==> config.mk <==
export PLATFORM = sky130hd
export DESIGN_NAME = ioctl_router
export DESIGN_NICKNAME = d
export VERILOG_FILES = /design/src/rtl/ioctl_router.sv
export SDC_FILE = /design/constraint.sdc
export NUM_CORES = 1
export LEC_CHECK = 0
export CORE_ASPECT_RATIO = 2
export CORE_MARGIN = 5
export CORE_UTILIZATION = 49
export DETAILED_ROUTE_END_ITERATION = 6
export PLACE_DENSITY = 0.85
export SLEW_MARGIN = 40
export SYNTH_ARGS = -nofsm -noshare
export SYNTH_HDL_FRONTEND = slang
export SYNTH_SLANG_ARGS = --single-unit
==> constraint.sdc <==
create_clock -name clk_sys -period 4.8 [get_ports clk_sys]
set_input_delay 0.96 -clock clk_sys [delete_from_list [all_inputs] [get_ports clk_sys]]
set_output_delay 0.96 -clock clk_sys [all_outputs]
set_load 0.05 [all_outputs]
==> src/rtl/ioctl_router.sv <==
// Routes HPS ioctl download streams (ROM, variant select, DIP bank) to the core and sequences core_reset.
// Optional ROM checksum/length accumulator enabled by defining IOCTL_ROM_CKSUM_EN.
module ioctl_router #(
    parameter int RST_HOLD  = 255,
    parameter int MOD_COUNT = 18
) (
    input  logic                 clk_sys,
    input  logic                 RESET_N,
    input  logic                 ioctl_download,
    input  logic                 ioctl_wr,
    input  logic [24:0]          ioctl_addr,
    input  logic [7:0]           ioctl_dout,
    input  logic [7:0]           ioctl_index,
    input  logic                 reset_req,
    output logic                 dn_wr,
    output logic [15:0]          dn_addr,
    output logic [7:0]           dn_data,
    output logic [7:0]           mod_sel,
    output logic [MOD_COUNT-1:0] mod_onehot,
    output logic [63:0]          sw_flat,
    output logic                 core_reset,
    output logic [15:0]          rom_sum,
    output logic [16:0]          rom_len
);

    localparam logic [1:0]  ST_IDLE = 2'd0;
    localparam logic [1:0]  ST_LOAD = 2'd1;
    localparam logic [1:0]  ST_HOLD = 2'd2;
    localparam logic [15:0] RST_CNT = 16'(RST_HOLD);

    logic [1:0]           st_q, st_d;
    logic [15:0]          cnt_q, cnt_d;
    logic                 core_reset_q;
    logic                 dn_wr_q;
    logic [15:0]          dn_addr_q;
    logic [7:0]           dn_data_q;
    logic [7:0]           mod_sel_q;
    logic [MOD_COUNT-1:0] onehot_q, onehot_d;
    logic [63:0]          sw_q;
    logic                 rom_wr, mod_wr, sw_wr;

    assign rom_wr = ioctl_wr && (ioctl_index == 8'd0) && (ioctl_addr[24:16] == 9'd0);
    assign mod_wr = ioctl_wr && (ioctl_index == 8'd1);
    assign sw_wr  = ioctl_wr && (ioctl_index == 8'd254) && (ioctl_addr[24:3] == 22'd0);

    always_ff @(posedge clk_sys or negedge RESET_N) begin
        if (!RESET_N) begin
            dn_wr_q   <= 1'b0;
            dn_addr_q <= '0;
            dn_data_q <= '0;
            mod_sel_q <= '0;
            onehot_q  <= MOD_COUNT'(1);
            sw_q      <= '1;
        end else begin
            dn_wr_q  <= rom_wr;
            onehot_q <= onehot_d;
            if (rom_wr) begin
                dn_addr_q <= ioctl_addr[15:0];
                dn_data_q <= ioctl_dout;
            end
            if (mod_wr) mod_sel_q <= ioctl_dout;
            if (sw_wr) sw_q[{ioctl_addr[2:0], 3'b000} +: 8] <= ioctl_dout;
        end
    end

    // Out-of-range variants decode to no bit set.
    always_comb begin
        onehot_d = '0;
        for (int i = 0; i < MOD_COUNT; i++) onehot_d[i] = (mod_sel_q == 8'(i));
    end

    // Download takes priority in HOLD; reset_req keeps reloading the hold counter.
    always_comb begin
        st_d  = st_q;
        cnt_d = cnt_q;
        case (st_q)
            ST_IDLE: begin
                if (ioctl_download) begin
                    st_d = ST_LOAD;
                end else if (reset_req) begin
                    st_d  = ST_HOLD;
                    cnt_d = RST_CNT;
                end
            end
            ST_LOAD: begin
                if (!ioctl_download) begin
                    st_d  = ST_HOLD;
                    cnt_d = RST_CNT;
                end
            end
            ST_HOLD: begin
                if (ioctl_download)     st_d  = ST_LOAD;
                else if (reset_req)     cnt_d = RST_CNT;
                else if (cnt_q == 16'd0) st_d = ST_IDLE;
                else                    cnt_d = cnt_q - 16'd1;
            end
            default: begin
                st_d  = ST_HOLD;
                cnt_d = RST_CNT;
            end
        endcase
    end

    always_ff @(posedge clk_sys or negedge RESET_N) begin
        if (!RESET_N) begin
            st_q         <= ST_HOLD;
            cnt_q        <= RST_CNT;
            core_reset_q <= 1'b1;
        end else begin
            st_q         <= st_d;
            cnt_q        <= cnt_d;
            core_reset_q <= (st_d != ST_IDLE);
        end
    end

`ifdef IOCTL_ROM_CKSUM_EN
    logic [15:0] sum_q;
    logic [16:0] len_q;
    logic        cks_clr;

    assign cks_clr = (st_d == ST_LOAD) && (st_q != ST_LOAD) && (ioctl_index == 8'd0);

    always_ff @(posedge clk_sys or negedge RESET_N) begin
        if (!RESET_N) begin
            sum_q <= '0;
            len_q <= '0;
        end else if (cks_clr) begin
            sum_q <= '0;
            len_q <= '0;
        end else if (dn_wr_q) begin
            sum_q <= sum_q + {8'd0, dn_data_q};
            if (len_q != 17'h1FFFF) len_q <= len_q + 17'd1;
        end
    end

    assign rom_sum = sum_q;
    assign rom_len = len_q;
`else
    assign rom_sum = '0;
    assign rom_len = '0;
`endif

    assign dn_wr      = dn_wr_q;
    assign dn_addr    = dn_addr_q;
    assign dn_data    = dn_data_q;
    assign mod_sel    = mod_sel_q;
    assign mod_onehot = onehot_q;
    assign sw_flat    = sw_q;
    assign core_reset = core_reset_q;

endmodule

After elaboration in Yosys (flattened, before gate mapping)
Index checks and enable logic that the tools add are counted.
W data, S select, Z words.
- flip-flop bits (word level): 134
- input bits: 46
- output and inout port bits: 149
- word-level logic and storage cells: 67
- add/sub/neg operators: 2
- eq/ne operators: 26
- shift operators: 2
- muxes and demuxes: 15
- reduce and logical (&&, ||, !) cells: 13
- operators with widths (operator ; number):
    $mux W16 ; 6
    $bwmux W64 ; 1
    $eq A8 B4 Y1 const B ; 8
    $shift A8 B8 Y64 const A ; 1
    $shiftx A8 B8 Y64 ; 1
    $pmux W16 S3 ; 1
    $eq A8 B3 Y1 const B ; 4
    $logic_not A22 Y1 ; 1
    $eq A8 B1 Y1 const B ; 2
    $eq A8 B2 Y1 const B ; 2
    $eq A8 B5 Y1 const B ; 2
    $logic_not A16 Y1 ; 1
    $logic_not A8 Y1 ; 2
    $sub A16 B1 Y16 const B ; 1
    $mux W2 ; 6
    $logic_not A9 Y1 ; 1
    $eq A8 B8 Y1 const B ; 1
    $ne A2 B2 Y1 const B ; 4
    $neg A6 Y8 ; 1
    $pmux W2 S3 ; 1
    $logic_and A1 B1 Y1 ; 5
    $reduce_and A5 Y1 ; 1
    $ne A3 B3 Y1 const B ; 1
    $eq A2 B1 Y1 const B ; 1
    3 further kinds ; 3

Logic depth before layout (Yosys ltp)
Gate-level depths: netlist of run 1.
- word-level depth: 6
- depth in mapped cells: 8
- gate-level depth less buffers: 7

Worst setup path before layout of run 1
No wires, ideal clock.
- path kind: input -> register
- start: input port ioctl_addr[11]
- end: register sw_q[32] (netlist: sw_flat[32])
- setup time: 0.082 ns
- arrival: 2.729 ns
- required time: 4.718 ns
- setup slack: 1.989 ns
- cell stages on the path: 5
- path buffers: 0
- cell sequence: or4_1 -> nor3_2 -> nand4b_4 -> nor3_2 -> mux2_2
- cells in the longest elaborated chain, start to end: 2
- ends and longest elaborated chain (item ; RTL line ; text):
    start: declaration ; 11 ; input logic [24:0] ioctl_addr,
    $logic_not A22 Y1 ; 44 ; assign sw_wr = ioctl_wr && (ioctl_index == 8'd254) && (ioctl_addr[24:3] == 22'd0);
    $logic_and A1 B1 Y1 ; 44 ;
    end signal: indexed assignment ; 62 ; if (sw_wr) sw_q[{ioctl_addr[2:0], 3'b000} +: 8] <= ioctl_dout;
    end: declaration ; 39 ; logic [63:0] sw_q;
Every way passes these cells.
A chain may end at the register's enable or synchronous reset.

Worst setup path after layout of run 1
- start: input port ioctl_addr[0]
- end: register sw_q[35] (netlist: sw_flat[35])
- cells in the longest elaborated chain, start to end: 3
- elaborated cells on any way between the ends: 4
- those cells by class: add/sub (1); shift (2); mux (1)
- ends and longest elaborated chain (item ; RTL line):
    $neg A6 Y8 * ; 62
    $shiftx A8 B8 Y64 / $shift A8 B8 Y64 (equally long branches) ; 62
    $bwmux W64 * ; 62
Mark *: on every way between the ends. The rest lies on a longest branch, timed or not.

==> impl_metrics.json, run 1 <==
{
  "status": "completed",
  "drc": 0,
  "cts.path.max_buffers": 2,
  "ys_warn_count": 0,
  "netlist_area_sq_um": 5810,
  "arrival_ns": 3.46,
  "fin_crit_sh": 0.650,
  "core_sq_um": 11700,
  "cts_tree": "done",
  "die-area_sq_um": 14300,
  "drtIter0Drc": 192,
  "ys_types": 45,
  "die_w_um": 87.0,
  "track_usage": 0.211,
  "drv_slew": 0,
  "crit_type": "input pin to flop",
  "ys_ff_latch": 134,
  "syn_area_per_cell_sq_um": 13.1,
  "synth_edf_count": 0,
  "grt_pass1_wl_um": 22600,
  "grt-ovfl-total": 0,
  "cts_resized": 0,
  "hold_start": "st_q[0]$_DFF_PN0_",
  "initial_core_util": 0.497,
  "max-cap-violations": 0,
  "wl_per_cell_um": 19.5,
  "antenna_left": 0,
  "finalSetupViolCount": 0,
  "via_per_inst": 5.31,
  "clk_pin_slew_ns": 0.06,
  "fin_cells": 762,
  "io_buffers": 161,
  "worst_pin_slew_ns": 0.719,
  "cp_slowest_cell": "clkdlybuf4s50_1",
  "period_needed_ns": 3.12,
  "cts_buffers": 17,
  "grt_pass1_vias": 4235,
  "htree_levels": 4,
  "hold_violations": 0,
  "maxSlewHeadroom": 0.521,
  "num_vias": 4048,
  "min_path_type": "flop to flop",
  "leakagePower_nw": 3.43,
  "clock_latency_ns": 0.41,
  "ir_drop_uv": 366,
  "clock.fmax_ghz": 0.320,
  "dp_hpwl_um": 11100,
  "worst_ep_required_time_ns": 5.14,
  "cp-end-kind": "flop",
  "power.total_mw": 2.75,
  "startpoint_type": "input pin",
  "rsz0062_at_grt": "no",
  "drive_above_1_share": 0.355,
  "tns_ns": 0,
  "grt_max_degree": 102,
  "synthArstFlopShare": 1.00,
  "worstPathMaxFanout": 8,
  "ys.flop_type": "dfstp_2",
  "holdBufCountCts": 0,
  "rows": 56,
  "antennaDiodeCount": 0,
  "io_pins": 195,
  "path_cells": "clkdlybuf4s50_1 > inv_1 > ha_1 > ha_1 > or4_1 > nor3_2 > mux2_2",
  "die_h_um": 164,
  "reg2reg_from": "cnt_q[0]$_DFFE_PN1P_",
  "routed_wl_um": 14900,
  "area_growth_syn_to_layout_pct": 37.7,
  "cts_root_buffer": "clkbuf_16",
  "grt_antenna_before_repair": 0,
  "slowest_delay_ns": 0.57,
  "synthCells": 443,
  "clock-sinks": 134,
  "routabilityCongestion": 0.826,
  "num-nets-final": 653,
  "startpoint": "ioctl_addr[0]",
  "dr.pass1.iters": 4,
  "clock_skew_ns": 0.00626,
  "ys_seq_area_frac": 0.593,
  "post-cts-setup-buffers": 0,
  "crit_top_cell": "ha_1",
  "p_per_area_nw_per_um2": 343,
  "place_inst": 730
}
logic make-up (layout without fill, tap and decap cells):
group                      Yosys count  count (layout)  synth area share
buffers and inverters               63             205            0.0654
muxes                               96              96             0.187
DFF                                134             134             0.593
other                                1              33          0.000645
and+or+nand+nor                    106             106             0.105
AOI/OAI and AO/OA                   40              40            0.0418
adders and majority gates            3               3           0.00646
synthesized netlist by cell type, drive strengths merged (2+ instances only):
library cell	count	share of area
nand2	11	0.0071
o21ai	20	0.017
ha	3	0.0065
nand4	3	0.0032
inv	10	0.0065
nand4b	2	0.0056
o41ai	2	0.0030
buf	47	0.055
nand2b	3	0.0032
nand3b	3	0.0039
dfstp	75	0.34
or4	7	0.0090
a22o	2	0.0030
a21oi	6	0.0052
dfrtp	59	0.25
or3	8	0.0086
nor4	7	0.010
a31oi	2	0.0022
nor3	19	0.022
mux2	96	0.19
nand3	8	0.0069
clkbuf	6	0.0039
nor2	29	0.019
path summary, 6_finish.rpt:
check                                                to  slack (ns)  depth (start not counted)
worst min register to register        st_q[0]$_DFF_PN0_        0.47                          1
min in group asynchronous         cnt_q[12]$_DFFE_PN0P_        0.56                          1
worst max-delay path            sw_flat[35]$_DFFE_PN1P_        1.68                          7
worst max register to register     cnt_q[9]$_DFFE_PN0P_        2.30                          7
max in group asynchronous       sw_flat[21]$_DFFE_PN1P_        3.25                          2
worst min-delay path                  st_q[0]$_DFF_PN0_        0.47                          1
cells in the final DEF (no fill, tap or decap), drive strengths merged, types with 2 or more instances in the layout:
cell type	count
ha	3
nor4	7
or4	7
nand2	11
nand3b	3
inv	17
nor2	29
conb	33
a31oi	2
nand4b	2
dfstp	75
a22o	2
o41ai	2
a21oi	6
o21ai	20
nand2b	3
mux2	96
or3	8
buf	3
nand3	8
nand4	3
clkinv	5
clkdlybuf4s50	160
nor3	19
clkbuf	17
bufinv	2
dfrtp	59
flip-flops by register name (all words and copies together) (netlist names):
name	count
cnt_q	16
core_reset	1
dn_addr	16
dn_data	8
dn_wr	1
mod_onehot	18
mod_sel	8
st_q	2
sw_flat	64
worst max-delay path: cells and delay by family:
family                   cells  cell delay (ns)
buffers and inverters        2             0.65
AND/OR/NAND/NOR              2             1.01
multiplexers                 1             0.41
adder cells (fa/ha/maj)      2             0.42
metal layers:
layer	track usage	vias up	part of all wire
met4	0.0915	0	0.030
met1	0.212	1998	0.32
li1	-	1830	-
met2	0.399	188	0.57
met5	0	-	0
met3	0.0517	32	0.080
cell type report:
class                      instances  area (sq um)
clock inverter                    15           168
tap                              145           181
inverter                          10          37.5
sequential                       134          3450
clock buffer                      17           425
timing repair buffer             163          1630
fill                             842          3700
multi-input combinational        278          2110
report_power, final:
part,internal [mW],total [mW],switching (mW)
Clock,0.778,1.29,0.509
Sequential,1.17,1.19,0.0261
Combinational,0.0757,0.263,0.188
metrics by stage:
stage | hold WS, ns | setup slack [ns] | utilization | instance area, sq um
finish | 0.475 | 1.68 | 0.684 | 8010
global placement | 0.450 | 1.30 | 0.633 | 7400
detailed placement | 0.466 | 1.22 | 0.633 | 7410
global route | 0.490 | 1.56 | 0.684 | 8010
CTS | 0.474 | 1.66 | 0.684 | 8000
floorplan | 0.438 | 1.99 | - | 5930
No activity file was read; power rests on OpenSTA's default activity.
==> run 2, diff against run 1 <==
CORE_UTILIZATION = 46   (was 49)
PLACE_DENSITY = 0.81   (was 0.85)
clock period = 3 ns   (was 4.8 ns; I/O delays follow)
==> impl_metrics.json, run 2 (same netlist as run 1, synthesis figures left out) <==
{
  "grt_pass1_vias": 4383,
  "htree_levels": 4,
  "die_w_um": 89.5,
  "cp-end-kind": "flop",
  "crit_type": "input pin to flop",
  "p_per_area_nw_per_um2": 543,
  "grt_pass1_wl_um": 23800,
  "io_buffers": 161,
  "slowest_delay_ns": 0.56,
  "antenna_left": 0,
  "num_vias": 4195,
  "reg2reg_from": "cnt_q[0]$_DFFE_PN1P_",
  "min_path_type": "input pin to async pin",
  "cts_resized": 0,
  "period_needed_ns": 2.66,
  "grt-ovfl-total": 0,
  "grt_antenna_before_repair": 0,
  "leakagePower_nw": 3.49,
  "worst_pin_slew_ns": 0.733,
  "cts_root_buffer": "clkbuf_16",
  "dp_hpwl_um": 11600,
  "fin_crit_sh": 0.888,
  "final_cell_mix": "clkdlybuf4s50_1, mux2_2, dfstp_2, dfrtp_1, conb_1",
  "wl_per_cell_um": 20.1,
  "final_core_util": 0.651,
  "hold_violations": 0,
  "cts_buffers": 17,
  "rsz0062_at_grt": "no",
  "routed_wl_um": 15700,
  "rrSetupSlack_ns": 0.48,
  "track_usage": 0.210,
  "final_common_cell": "clkdlybuf4s50_1",
  "max-cap-violations": 0,
  "arrival_ns": 2.99,
  "drc": 0,
  "clock-sinks": 134,
  "maxSlewHeadroom": 0.510,
  "antennaDiodeCount": 0,
  "io_pins": 195,
  "place_area_sq_um": 7540,
  "area_growth_syn_to_layout_pct": 39.9,
  "status": "completed",
  "post-cts-setup-buffers": 0,
  "num-nets-final": 667,
  "clock_skew_ns": 0.00538,
  "worst_ep_required_time_ns": 3.33,
  "clock.fmax_ghz": 0.375,
  "cp_slowest_cell": "or3_1",
  "rows": 58,
  "core_sq_um": 12500,
  "dr.pass1.iters": 4,
  "die_h_um": 169,
  "routabilityCongestion": 0.782,
  "r2r_end": "cnt_q[9]$_DFFE_PN0P_",
  "holdBufCountCts": 0,
  "cts_tree": "done",
  "grt_max_degree": 71,
  "power.total_mw": 4.42,
  "die-area_sq_um": 15100,
  "startpoint_type": "input pin",
  "clock_latency_ns": 0.40,
  "final_area_sq_um": 8130,
  "ir_drop_uv": 504,
  "initial_core_util": 0.466,
  "drtIter0Drc": 155,
  "ff2ff_path_depth": 7,
  "finalSetupViolCount": 0,
  "drv_slew": 0,
  "cts.path.max_buffers": 2,
  "largest_reg_flops": 64,
  "clk_pin_slew_ns": 0.06,
  "drive_above_1_share": 0.366,
  "worstPathMaxFanout": 8,
  "path_cells": "clkdlybuf4s50_1 > or4_1 > nor3_2 > nand4b_4 > or3_1 > mux2_4",
  "via_per_inst": 5.37
}
## run 2: worst max-delay path: cells and delay by family
kind / cells / cell delay (ns)
AND/OR/NAND/NOR: 4 / 1.61
buffers and inverters: 1 / 0.42
multiplexers: 1 / 0.36
## run 2: worst max path at each step
stage,start,end,cells after the start
after floorplan,ioctl_addr[11],sw_flat[32]$_DFFE_PN1P_,5
after global placement,ioctl_addr[14],sw_flat[15]$_DFFE_PN1P_,8
after detailed placement,ioctl_addr[14],sw_flat[49]$_DFFE_PN1P_,6
after CTS,ioctl_addr[14],sw_flat[49]$_DFFE_PN1P_,6
after global routing,ioctl_addr[14],sw_flat[49]$_DFFE_PN1P_,6
final,ioctl_addr[11],sw_flat[49]$_DFFE_PN1P_,6
## run 2: layer usage
layer	wire length [um]	share of wire	vias up	GRT usage
met4	491	0.031	0	0.0836
met1	5210	0.33	2110	0.222
li1	-	-	1862	-
met5	0	0	-	0
met2	8900	0.57	187	0.391
met3	1090	0.070	36	0.0424
## run 2: metrics by stage
stage                     cells  TNS [ns]  worst slack [ns]  hold slack (ns)
final                       781         0             0.336            0.179
after global routing        781         0             0.302            0.206
after CTS                   781         0             0.354            0.192
after detailed placement    749    -0.899           -0.0580            0.462
after global placement      749    -0.380           -0.0383            0.453
after floorplan             475         0             0.549            0.304
## run 2: power by group
group	internal [mW]	switching (mW)	total, mW
combinational	0.130	0.306	0.437
sequential	1.87	0.0425	1.91
clock	1.24	0.825	2.07
## run 2: area by class of cell
class                           instances  area [sq um]
Clock buffer                           17           425
Clock inverter                         15           168
Fill cell                             925          4350
Inverter                               10          37.5
Multi-Input combinational cell        278          2110
Sequential cell                       134          3450
Tap cell                              150           188
Timing Repair Buffer                  177          1760
==> run 3, diff against run 2 <==
RECOVER_POWER = 50   (was not set)
==> impl_metrics.json, run 3 (same netlist as run 1, synthesis figures left out) <==
{
  "core_sq_um": 12500,
  "drtIter0Drc": 119,
  "period_needed_ns": 2.66,
  "max-cap-violations": 1,
  "dr.pass1.iters": 4,
  "reg2reg_from": "cnt_q[0]$_DFFE_PN1P_",
  "die_h_um": 169,
  "leakagePower_nw": 3.62,
  "track_usage": 0.210,
  "cts_root_buffer": "clkbuf_16",
  "grt-ovfl-total": 0,
  "routed_wl_um": 15700,
  "cts_buffers": 17,
  "holdBufCountCts": 0,
  "fin_crit_sh": 0.887,
  "pre_cts_ws_ns": -0.0580,
  "grt_pass1_vias": 4383,
  "worst_ep_required_time_ns": 3.33,
  "clock-sinks": 134,
  "arrival_ns": 2.99,
  "htree_levels": 4,
  "drc": 0,
  "initial_core_util": 0.466,
  "antenna_left": 0,
  "nFillCells": 930,
  "die-area_sq_um": 15100,
  "wl_per_cell_um": 20.1,
  "fin_cells": 781,
  "final_core_util": 0.650,
  "rrSetupSlack_ns": 0.44,
  "crit_type": "input pin to flop",
  "area_growth_syn_to_layout_pct": 39.5,
  "setup_slack_ns": 0.340,
  "grt_antenna_before_repair": 0,
  "io_buffers": 161,
  "ff2ff_path_depth": 7,
  "drv_slew": 66,
  "worst_pin_slew_ns": 1.54,
  "antennaDiodeCount": 0,
  "ir_drop_uv": 520,
  "dp_hpwl_um": 11600,
  "place_inst": 749,
  "clock.fmax_ghz": 0.376,
  "finalSetupViolCount": 0,
  "via_per_inst": 5.39,
  "clock_latency_ns": 0.40,
  "grt_max_degree": 71,
  "p_per_area_nw_per_um2": 544,
  "worst_hold_slack_ns": 0.478,
  "clock_skew_ns": 0.00538,
  "rsz0062_at_grt": "no",
  "startpoint_type": "input pin",
  "cts_resized": 0,
  "maxSlewHeadroom": -0.0257,
  "drive_above_1_share": 0.363,
  "worstPathMaxFanout": 8,
  "die_w_um": 89.5,
  "num-nets-final": 667,
  "violations": "max-capacitance violations, max-slew violations",
  "routabilityCongestion": 0.782,
  "min_path_type": "flop to flop",
  "post-cts-setup-buffers": 0,
  "num_vias": 4209,
  "cts.path.max_buffers": 2,
  "hold_violations": 0,
  "cp-end-kind": "flop",
  "status": "finished with violations",
  "hold_end": "st_q[0]$_DFF_PN0_",
  "io_pins": 195,
  "final_common_cell": "clkdlybuf4s50_1",
  "r2r_end": "cnt_q[9]$_DFFE_PN0P_",
  "final_cell_mix": "clkdlybuf4s50_1, mux2_2, dfstp_2, dfrtp_1, dlygate4sd3_1",
  "largest_reg_flops": 64,
  "hold_start": "st_q[0]$_DFF_PN0_",
  "grt_pass1_wl_um": 23800,
  "tns_ns": 0,
  "clk_pin_slew_ns": 0.06,
  "rows": 58,
  "hold_depth": 1,
  "cts_tree": "done"
}
## run 3: changes by cell type in the layout (fill, tap and decap cells not counted)
cell	before	now
clkbuf_2	0	1
dlygate4sd3_1	0	37
clkbuf_4	0	1
dfstp_1	0	1
buf_6	1	0
nor2b_1	0	1
clkdlybuf4s50_1	160	123
dfstp_2	75	74
nor2b_2	1	0
buf_12	2	1
## run 3: report_power, final
| group | switching, mW | internal, mW |
|---|---|---|
| clock network | 0.824 | 1.24 |
| registers | 0.0421 | 1.87 |
| logic | 0.306 | 0.126 |
| total | 1.17 | 3.24 |
## run 3: through the flow
| step | power (mW) | cell area (sq um) |
|---|---|---|
| finish | 4.41 | 8110 |
| global route | 4.59 | 8110 |
| CTS | 4.46 | 8130 |
| detailed placement | 2.38 | 7540 |
| global placement | 2.36 | 7540 |
| floorplan | 2.21 | 5930 |
## run 3: worst max path at each step
stage                    from                      end  slack [ns]
3_5_place_dp   ioctl_addr[14]  sw_flat[49]$_DFFE_PN1P_       -0.06
5_1_grt               RESET_N  mod_onehot[6]$_DFF_PN0_        0.21
4_1_cts        ioctl_addr[14]  sw_flat[49]$_DFFE_PN1P_        0.35
3_3_place_gp   ioctl_addr[14]  sw_flat[15]$_DFFE_PN1P_       -0.04
2_1_floorplan  ioctl_addr[11]  sw_flat[32]$_DFFE_PN1P_        0.55
6_report       ioctl_addr[11]  sw_flat[49]$_DFFE_PN1P_        0.34
## run 3: final cells by class
type / count / area (sq um) / area share
Inverter: 10 / 37.5 / 0.00463
Multi-Input combinational cell: 278 / 2110 / 0.260
Clock inverter: 15 / 168 / 0.0207
Timing Repair Buffer: 177 / 1740 / 0.214
Sequential cell: 134 / 3450 / 0.425
Clock buffer: 17 / 425 / 0.0525
Tap cell: 150 / 188 / 0.0231
## run 3: routing by layer
metal,GRT usage,vias up,share of wire
met3,0.0424,36,0.070
met2,0.391,189,0.57
met4,0.0836,0,0.030
met5,0,-,0
li1,-,1858,-
met1,0.222,2126,0.33
## run 3: worst max-delay path, stage by stage
cell and delay, ns:
clkdlybuf4s50_1 0.42, or4_1 0.55, nor3_2 0.28, nand4b_4 0.23, or3_1 0.56, mux2_4 0.36
